`config.mk`:
```
export PLATFORM = sky130hd
export DESIGN_NAME = mem_stage_flat
export DESIGN_NICKNAME = d
export VERILOG_FILES = /design/src/rtl/mem_stage_if.sv /design/src/rtl/mem_stage.sv /design/src/flat_wrapper.sv
export SDC_FILE = /design/constraint.sdc
export NUM_CORES = 1
export LEC_CHECK = 0
export CAP_MARGIN = 25
export CORE_UTILIZATION = 47
export DETAILED_ROUTE_END_ITERATION = 10
export GPL_TIMING_DRIVEN = 0
export PLACE_DENSITY = 0.85
export SYNTH_ARGS = -nofsm -noshare
export SYNTH_HDL_FRONTEND = slang
export SYNTH_SLANG_ARGS = --single-unit
```
`constraint.sdc`:
```
create_clock -name clk -period 4.1 [get_ports clk]
set_input_delay 1.025 -clock clk [delete_from_list [all_inputs] [get_ports clk]]
set_output_delay 1.025 -clock clk [all_outputs]
set_load 0.005 [all_outputs]
```
`src/rtl/mem_stage_if.sv`:
```
`default_nettype none
// +----------------------------------------------------------------------------+
// | mem_stage_if : data-memory bus between the MEM stage and data memory.       |
// | Rev 1.0                                                                     |
// +----------------------------------------------------------------------------+
interface mem_stage_if;
    logic        dmem_req;
    logic        dmem_we;
    logic [31:0] dmem_addr;
    logic [31:0] dmem_wdata;
    logic        dmem_ready;
    logic [31:0] dmem_rdata;

    modport master (
        output dmem_req, dmem_we, dmem_addr, dmem_wdata,
        input  dmem_ready, dmem_rdata
    );

    modport slave (
        input  dmem_req, dmem_we, dmem_addr, dmem_wdata,
        output dmem_ready, dmem_rdata
    );
endinterface
`default_nettype wire

```
`src/rtl/mem_stage.sv`:
```
`default_nettype none
// +----------------------------------------------------------------------------+
// | mem_stage : RISC-V MEM stage - word loads/stores, branch resolve, MEM/WB.   |
// | Rev 1.0                                                                     |
// +----------------------------------------------------------------------------+
module mem_stage #(
    parameter int TIMEOUT_CYCLES = 16
) (
    input  wire logic        clk,
    input  wire logic        res_n,
    input  wire logic        ex_mem_valid,
    input  wire logic [7:0]  ex_mem_control,
    input  wire logic [31:0] ex_mem_pc,
    input  wire logic [31:0] ex_mem_ALU_result,
    input  wire logic [31:0] ex_mem_write_data,
    input  wire logic [4:0]  ex_mem_rd,
    input  wire logic        zero_flag,
    output logic             stall,
    output logic             pc_src,
    output logic [31:0]      branch_target,
    mem_stage_if.master      dmem,
    output logic             mem_wb_valid,
    output logic [7:0]       mem_wb_control,
    output logic [31:0]      mem_wb_ALU_result,
    output logic [31:0]      mem_wb_read_data,
    output logic [4:0]       mem_wb_rd,
    output logic             misalign_fault,
    output logic             bus_error
);

    localparam int             c_CW      = $clog2(TIMEOUT_CYCLES + 1);
    localparam logic [c_CW-1:0] c_TIMEOUT = c_CW'(TIMEOUT_CYCLES);

    typedef enum logic [1:0] {
        S_IDLE   = 2'd0,
        S_ACCESS = 2'd1,
        S_DONE   = 2'd2
    } state_t;

    state_t           r_state;
    logic [c_CW-1:0]  r_cnt;
    logic [7:0]       r_lat_control;
    logic [4:0]       r_lat_rd;
    logic             r_timed_out;
    logic [31:0]      r_rdata;
    logic             r_req;
    logic             r_we;
    logic [31:0]      r_addr;
    logic [31:0]      r_wdata;
    logic             r_pc_src;
    logic [31:0]      r_branch_target;
    logic             r_wb_valid;
    logic [7:0]       r_wb_control;
    logic [31:0]      r_wb_alu;
    logic [31:0]      r_wb_rdata;
    logic [4:0]       r_wb_rd;
    logic             r_misalign;
    logic             r_bus_error;

    logic             w_mem_op;
    logic             w_misaligned;
    logic             w_accept;
    logic             w_stall;
    logic [c_CW-1:0]  w_cnt_next;

    assign w_mem_op     = ex_mem_valid & (ex_mem_control[6] | ex_mem_control[5]);
    assign w_misaligned = (ex_mem_ALU_result[1:0] != 2'b00);
    assign w_accept     = (r_state == S_IDLE) & w_mem_op & ~w_misaligned;
    assign w_stall      = (r_state != S_IDLE) | w_accept;
    assign w_cnt_next   = r_cnt + 1'b1;

    always_ff @(posedge clk) begin
        if (!res_n) begin
            r_state         <= S_IDLE;
            r_cnt           <= '0;
            r_lat_control   <= '0;
            r_lat_rd        <= '0;
            r_timed_out     <= 1'b0;
            r_rdata         <= '0;
            r_req           <= 1'b0;
            r_we            <= 1'b0;
            r_addr          <= '0;
            r_wdata         <= '0;
            r_pc_src        <= 1'b0;
            r_branch_target <= '0;
            r_wb_valid      <= 1'b0;
            r_wb_control    <= '0;
            r_wb_alu        <= '0;
            r_wb_rdata      <= '0;
            r_wb_rd         <= '0;
            r_misalign      <= 1'b0;
            r_bus_error     <= 1'b0;
        end else begin
            r_pc_src        <= ex_mem_valid & ex_mem_control[4] & zero_flag & ~w_stall;
            r_branch_target <= ex_mem_pc;

            case (r_state)
                S_IDLE: begin
                    if (w_mem_op && w_misaligned) begin
                        r_misalign   <= 1'b1;
                        r_wb_valid   <= 1'b0;
                        r_wb_control <= '0;
                        r_wb_rdata   <= '0;
                    end else if (w_mem_op) begin
                        // A set MemWrite wins over MemRead.
                        r_lat_control <= ex_mem_control;
                        r_lat_rd      <= ex_mem_rd;
                        r_req         <= 1'b1;
                        r_we          <= ex_mem_control[5];
                        r_addr        <= ex_mem_ALU_result;
                        r_wdata       <= ex_mem_write_data;
                        r_cnt         <= '0;
                        r_timed_out   <= 1'b0;
                        r_wb_valid    <= 1'b0;
                        r_wb_control  <= '0;
                        r_wb_rdata    <= '0;
                        r_state       <= S_ACCESS;
                    end else begin
                        r_wb_valid   <= ex_mem_valid;
                        r_wb_control <= ex_mem_control;
                        r_wb_alu     <= ex_mem_ALU_result;
                        r_wb_rdata   <= '0;
                        r_wb_rd      <= ex_mem_rd;
                    end
                end

                S_ACCESS: begin
                    r_wb_valid   <= 1'b0;
                    r_wb_control <= '0;
                    r_wb_rdata   <= '0;
                    if (dmem.dmem_ready) begin
                        r_rdata <= r_we ? 32'd0 : dmem.dmem_rdata;
                        r_req   <= 1'b0;
                        r_state <= S_DONE;
                    end else begin
                        r_cnt <= w_cnt_next;
                        if (w_cnt_next == c_TIMEOUT) begin
                            r_req       <= 1'b0;
                            r_bus_error <= 1'b1;
                            r_timed_out <= 1'b1;
                            r_rdata     <= '0;
                            r_state     <= S_DONE;
                        end
                    end
                end

                S_DONE: begin
                    r_wb_valid   <= ~r_timed_out;
                    r_wb_control <= r_lat_control;
                    r_wb_alu     <= r_addr;
                    r_wb_rdata   <= r_rdata;
                    r_wb_rd      <= r_lat_rd;
                    r_state      <= S_IDLE;
                end

                default: begin
                    r_state <= S_IDLE;
                end
            endcase
        end
    end

    assign stall             = w_stall;
    assign pc_src            = r_pc_src;
    assign branch_target     = r_branch_target;
    assign dmem.dmem_req     = r_req;
    assign dmem.dmem_we      = r_we;
    assign dmem.dmem_addr    = r_addr;
    assign dmem.dmem_wdata   = r_wdata;
    assign mem_wb_valid      = r_wb_valid;
    assign mem_wb_control    = r_wb_control;
    assign mem_wb_ALU_result = r_wb_alu;
    assign mem_wb_read_data  = r_wb_rdata;
    assign mem_wb_rd         = r_wb_rd;
    assign misalign_fault    = r_misalign;
    assign bus_error         = r_bus_error;

endmodule
`default_nettype wire

```
`src/flat_wrapper.sv`:
```
// flat-port wrapper written by rule: the top's interface ports become plain ports
module mem_stage_flat 
#(
    parameter int TIMEOUT_CYCLES = 16
)
  (clk, res_n, ex_mem_valid, ex_mem_control, ex_mem_pc, ex_mem_ALU_result, ex_mem_write_data, ex_mem_rd, zero_flag, stall, pc_src, branch_target, mem_wb_valid, mem_wb_control, mem_wb_ALU_result, mem_wb_read_data, mem_wb_rd, misalign_fault, bus_error, dmem_dmem_req, dmem_dmem_we, dmem_dmem_addr, dmem_dmem_wdata, dmem_dmem_ready, dmem_dmem_rdata);
  mem_stage_if dmem_i ();
  input  wire logic clk;
  input  wire logic res_n;
  input  wire logic ex_mem_valid;
  input  wire logic [7:0] ex_mem_control;
  input  wire logic [31:0] ex_mem_pc;
  input  wire logic [31:0] ex_mem_ALU_result;
  input  wire logic [31:0] ex_mem_write_data;
  input  wire logic [4:0] ex_mem_rd;
  input  wire logic zero_flag;
  output logic stall;
  output logic pc_src;
  output logic [31:0] branch_target;
  output logic mem_wb_valid;
  output logic [7:0] mem_wb_control;
  output logic [31:0] mem_wb_ALU_result;
  output logic [31:0] mem_wb_read_data;
  output logic [4:0] mem_wb_rd;
  output logic misalign_fault;
  output logic bus_error;
  output wire logic [$bits(dmem_i.dmem_req)-1:0] dmem_dmem_req;
  output wire logic [$bits(dmem_i.dmem_we)-1:0] dmem_dmem_we;
  output wire logic [$bits(dmem_i.dmem_addr)-1:0] dmem_dmem_addr;
  output wire logic [$bits(dmem_i.dmem_wdata)-1:0] dmem_dmem_wdata;
  input wire logic [$bits(dmem_i.dmem_ready)-1:0] dmem_dmem_ready;
  input wire logic [$bits(dmem_i.dmem_rdata)-1:0] dmem_dmem_rdata;
  assign dmem_dmem_req = dmem_i.dmem_req;
  assign dmem_dmem_we = dmem_i.dmem_we;
  assign dmem_dmem_addr = dmem_i.dmem_addr;
  assign dmem_dmem_wdata = dmem_i.dmem_wdata;
  assign dmem_i.dmem_ready = dmem_dmem_ready;
  assign dmem_i.dmem_rdata = dmem_dmem_rdata;
  mem_stage #(.TIMEOUT_CYCLES(TIMEOUT_CYCLES)) u_core (.clk(clk), .res_n(res_n), .ex_mem_valid(ex_mem_valid), .ex_mem_control(ex_mem_control), .ex_mem_pc(ex_mem_pc), .ex_mem_ALU_result(ex_mem_ALU_result), .ex_mem_write_data(ex_mem_write_data), .ex_mem_rd(ex_mem_rd), .zero_flag(zero_flag), .stall(stall), .pc_src(pc_src), .branch_target(branch_target), .dmem(dmem_i), .mem_wb_valid(mem_wb_valid), .mem_wb_control(mem_wb_control), .mem_wb_ALU_result(mem_wb_ALU_result), .mem_wb_read_data(mem_wb_read_data), .mem_wb_rd(mem_wb_rd), .misalign_fault(misalign_fault), .bus_error(bus_error));
endmodule
```
==> results.md <==
- Among all flip-flop cells after synthesis, the most frequent one is sky130_fd_sc_hd__dfxtp_1.
- The fraction of the yosys area taken by sequential cells is 0.546.
- The die boundary height is roughly 140 microns.
- After floorplanning, the core was sized to cover 17,500 sq um.
- The overall die width is 136 microns.
- The reported max-cap violation count is 0.
- Across all register-to-register paths, the minimum setup slack is 1850 ps.
- Detailed routing placed a total of 13,200 microns of wire on met2.
- The signal on the critical path passes through clkdlybuf4s50_1 -> o21a_2 -> nand2_1 -> and2_1 -> inv_1 -> clkdlybuf4s50_1.
- In this run the top signal layer used is met4.
- The cell count after placement is 1,519.
- The largest single stage delay on the critical path is 590 ps.
- Synthesis produced 969 cells.
- Post-CTS repair changed the size of 0 cells.
- The startpoint identified for the worst register-to-register timing path is u_core.r_state[1].
- The largest delay contributor family on the critical path is buffers and inverters.
- Hold repair after CTS inserted 0 buffers.
- The critical path is of the primary input to output pin type.
- After the first detailed-routing iteration, the DRC count stood at 388.
- For this run, the detailed router's first-pass iteration total came to 5.
- For the final database, setup skew stands at 9.30 ps.
- The met3 wire length is 2150 microns.
- Once detail routing completed, the nets flagged for antenna violations numbered 0.
- The worst slew slack as a fraction of its limit is 0.428.
- The number of antenna diodes in the final layout is 0.
- The number of global-route vias before repair was 7,800.
- The highest achievable clock rate is 0.260 GHz.
- The min-delay analysis places its worst path in the category flip-flop to flip-flop.
- The synthesized cell area is ~8500 sq um.
- The minimum clock period after layout is between 3000 and 4000 ps.
- The total CTS buffers is 24.
- The CTS tree is yes.
- The buffering stage count on the worst path with inverters included is 3.
- In the global route stage, overall resource usage came out at 0.278.
- The area growth from synthesis to layout is 51.4%.
- Power comes to 5.35 mW.
- After detailed routing, the number of remaining DRC violations is 0.
- Dividing the final minimum period by the clock period gives 0.936.
- The data required time at the worst endpoint is roughly 3100 ps.
- The total negative slack for setup checks is 0 ps.
- The number of antenna violations at the first check in global routing is 0.
- The fraction of registers with async set or reset after synthesis is 0.
- The worst endpoint data arrival time is 2810 ps.
- The latest clock arrival within the worst-skew pair is between 500 and 600 ps.
- After detailed routing, the number of vias per cell comes to 5.22.
- The measured slew at the worst slew-check pin is 856 ps.
- The post-synthesis register bit count is 231.
- The post-layout instance count excluding filler cells is 1,563.
- The number of synthesized flops with an enable pin is 0.
- The routed design has 26,500 microns of wire.
- The cell occurring most often along the worst timing path is sky130_fd_sc_hd__clkdlybuf4s50_1.
- The CTS clock-pin slew for the worst setup and hold paths is 60 ps.
- The initial utilization of the core area, before any placement, comes to 0.485.
- The worst-case setup slack after placement is ~320 ps.
- The minimum hold slack is 453 ps.
- During synthesis, Yosys emitted a total of 0 warnings.
- Yosys mapped the design onto 37 distinct sky130hd cell types.
- The final route contains 8,165 vias.
- The die covers roughly 19,000 sq um.
- For this run, the post-layout net count is around 1,500.
- Setup violations remaining at the end of the flow were counted as 0.
- The peak supply drop is 0.396 mV.
- The final estimated routing congestion in global placement is between 0.8 and 0.9.
- The run finished with clean final reports.
- The kind of start point of the critical path is a primary input.
- The count of H-tree levels built during CTS is 1.
- Along the worst path, the maximum fanout reaches 6.
- The most common cell in the synthesized netlist is sky130_fd_sc_hd__dfxtp_1.
- The element type at the critical path end is an output pin.
- The commonest cells after synthesis are 231 x sky130_fd_sc_hd__dfxtp_1, 185 x sky130_fd_sc_hd__nand2_1, 150 x sky130_fd_sc_hd__nor2_1.
- Once routing completed, OpenROAD measured the worst setup slack at 261 ps.
- The synthesized design spends more area on one cell type than any other, namely sky130_fd_sc_hd__dfxtp_1.
- The launch point of the worst path is ex_mem_valid.
- The first global-routing pass estimated between 40,000 and 50,000 microns of wire.
- Setup repair after global routing left no endpoint under its margin.
- The total number of clock tree sinks is between 200 and 250.
- In the final layout, the share of cells above drive strength 1 is 0.0508.
- The number of nets in the synthesized netlist is around 1,100.
- The half-perimeter wire length of the detailed placement result is 19,200 microns.
- The fraction of synthesized cell area taken by the top area cell type is 0.546.
- The routed length per placed instance is 17.0 microns.
- The slowest stage of the critical path is the sky130_fd_sc_hd__clkdlybuf4s50_1 cell.
- The number of rows created at floorplan is 48.
- The final max-slew violation count came to 0.
- The cell area power density is 417 nW/um^2.
- Ranked by total cell area, the synthesized netlist is headed by sky130_fd_sc_hd__dfxtp_1 55%, sky130_fd_sc_hd__nand2_1 8.2%, sky130_fd_sc_hd__a21oi_1 6.7%.
- The leakage power figure is between 4 and 5 nW.
- In this run the post-CTS setup repair buffer count came out at 0.
- In this run the count of I/O pins placed on the die edge is 326.
- The aggregate global routing overflow is 0.
- After synthesis, the mean cell area works out to 8.74 sq um.
- The clock root buffer master is sky130_fd_sc_hd__clkbuf_16.
- The final number of hold-violating endpoints is 0.
- The quantity of I/O buffers inserted on ports is 325.
- Entering global routing, the biggest net connects 15 pins.
- The routed metal-1 wirelength is 10,600 microns.
- In this run the most critical hold path is launched from u_core.dmem.dmem_wdata[21].
- The maximum buffer depth of the clock tree is 3.
## cells by family after synthesis
family                     count (synthesis)  share of synthesized area
and+or+nand+nor                          403                      0.198
muxes                                     38                     0.0449
buffers and inverters                     83                     0.0446
xor gates and xnor gates                   4                    0.00414
adders and majority gates                  5                    0.00738
AOI/OAI and AO/OA                        205                      0.155
DFF                                      231                      0.546
## cell usage in the layout (no fill, tap or decap), types with 3 or more instances in the layout
master	count
sky130_fd_sc_hd__clkbuf_8	6
sky130_fd_sc_hd__ha_1	5
sky130_fd_sc_hd__clkbuf_16	25
sky130_fd_sc_hd__a32oi_1	32
sky130_fd_sc_hd__nor2b_1	7
sky130_fd_sc_hd__nor3b_1	3
sky130_fd_sc_hd__buf_4	6
sky130_fd_sc_hd__a21oi_1	114
sky130_fd_sc_hd__inv_1	6
sky130_fd_sc_hd__o21ai_0	4
sky130_fd_sc_hd__a31oi_1	3
sky130_fd_sc_hd__nand2b_1	3
sky130_fd_sc_hd__dfxtp_1	231
sky130_fd_sc_hd__a221oi_1	6
sky130_fd_sc_hd__nand2_1	185
sky130_fd_sc_hd__clkdlybuf4s50_1	325
sky130_fd_sc_hd__nand3_1	5
sky130_fd_sc_hd__clkbuf_1	58
sky130_fd_sc_hd__a211oi_1	38
sky130_fd_sc_hd__nor2_1	150
sky130_fd_sc_hd__mux2i_1	38
sky130_fd_sc_hd__xor2_1	3
sky130_fd_sc_hd__nor3_1	7
sky130_fd_sc_hd__buf_2	17
sky130_fd_sc_hd__and2_1	37
sky130_fd_sc_hd__buf_6	3
## registers in the layout, summed over array words and instances, names as in the netlist, 2 cells and up
| signal | flops |
|---|---|
| u_core.branch_target | 32 |
| u_core.dmem.dmem_addr | 32 |
| u_core.dmem.dmem_wdata | 32 |
| u_core.mem_wb_ALU_result | 32 |
| u_core.mem_wb_read_data | 32 |
| u_core.r_rdata | 32 |
| u_core.mem_wb_control | 8 |
| u_core.r_lat_control | 8 |
| u_core.mem_wb_rd | 5 |
| u_core.r_cnt | 5 |
| u_core.r_lat_rd | 5 |
| u_core.r_state | 2 |
## per-stage QoR
step | cell area, sq um | util
3_3_place_gp | 12000 | 0.687
3_5_place_dp | 12000 | 0.687
4_1_cts | 12800 | 0.734
6_report | 12800 | 0.734
2_1_floorplan | 8470 | -
5_1_grt | 12800 | 0.734
## per-layer routing
metal,vias up,track usage
met1,3834,0.327
met2,313,0.494
li1,3971,-
met4,0,0.0753
met3,47,0.0731
met5,-,0
## power breakdown
group / switching (mW) / internal (mW) / total (mW)
combinational: 0.312 / 0.398 / 0.709
clock: 0.885 / 1.35 / 2.24
sequential: 0.0541 / 2.35 / 2.40
## area by class of cell
type                       count  area [sq um]
fill                        1322          4650
sequential                   231          4620
multi-input combinational    655          3470
timing repair buffer         325          3250
clock buffer                  39           738
buffer                        76           352
tap                          225           282
clock inverter                 5          80.1
inverter                       7          26.3
## path summary, 6_finish.rpt
check	endpoint	depth (start not counted)
setup reg to reg	u_core.r_rdata[8]	6
setup / recovery	stall	6
hold / removal	u_core.dmem.dmem_wdata[21]	2
hold reg to reg	u_core.dmem.dmem_wdata[21]	2
## worst register-to-register path, cell delays in order (launching register included)
cell                       delay (ps)
sky130_fd_sc_hd__dfxtp_1          330
sky130_fd_sc_hd__inv_1            100
sky130_fd_sc_hd__ha_1             330
sky130_fd_sc_hd__nor3b_1          750
sky130_fd_sc_hd__clkbuf_1         440
sky130_fd_sc_hd__a32oi_1          110
sky130_fd_sc_hd__nor2_1           120
(Power assumes the default switching activity.)
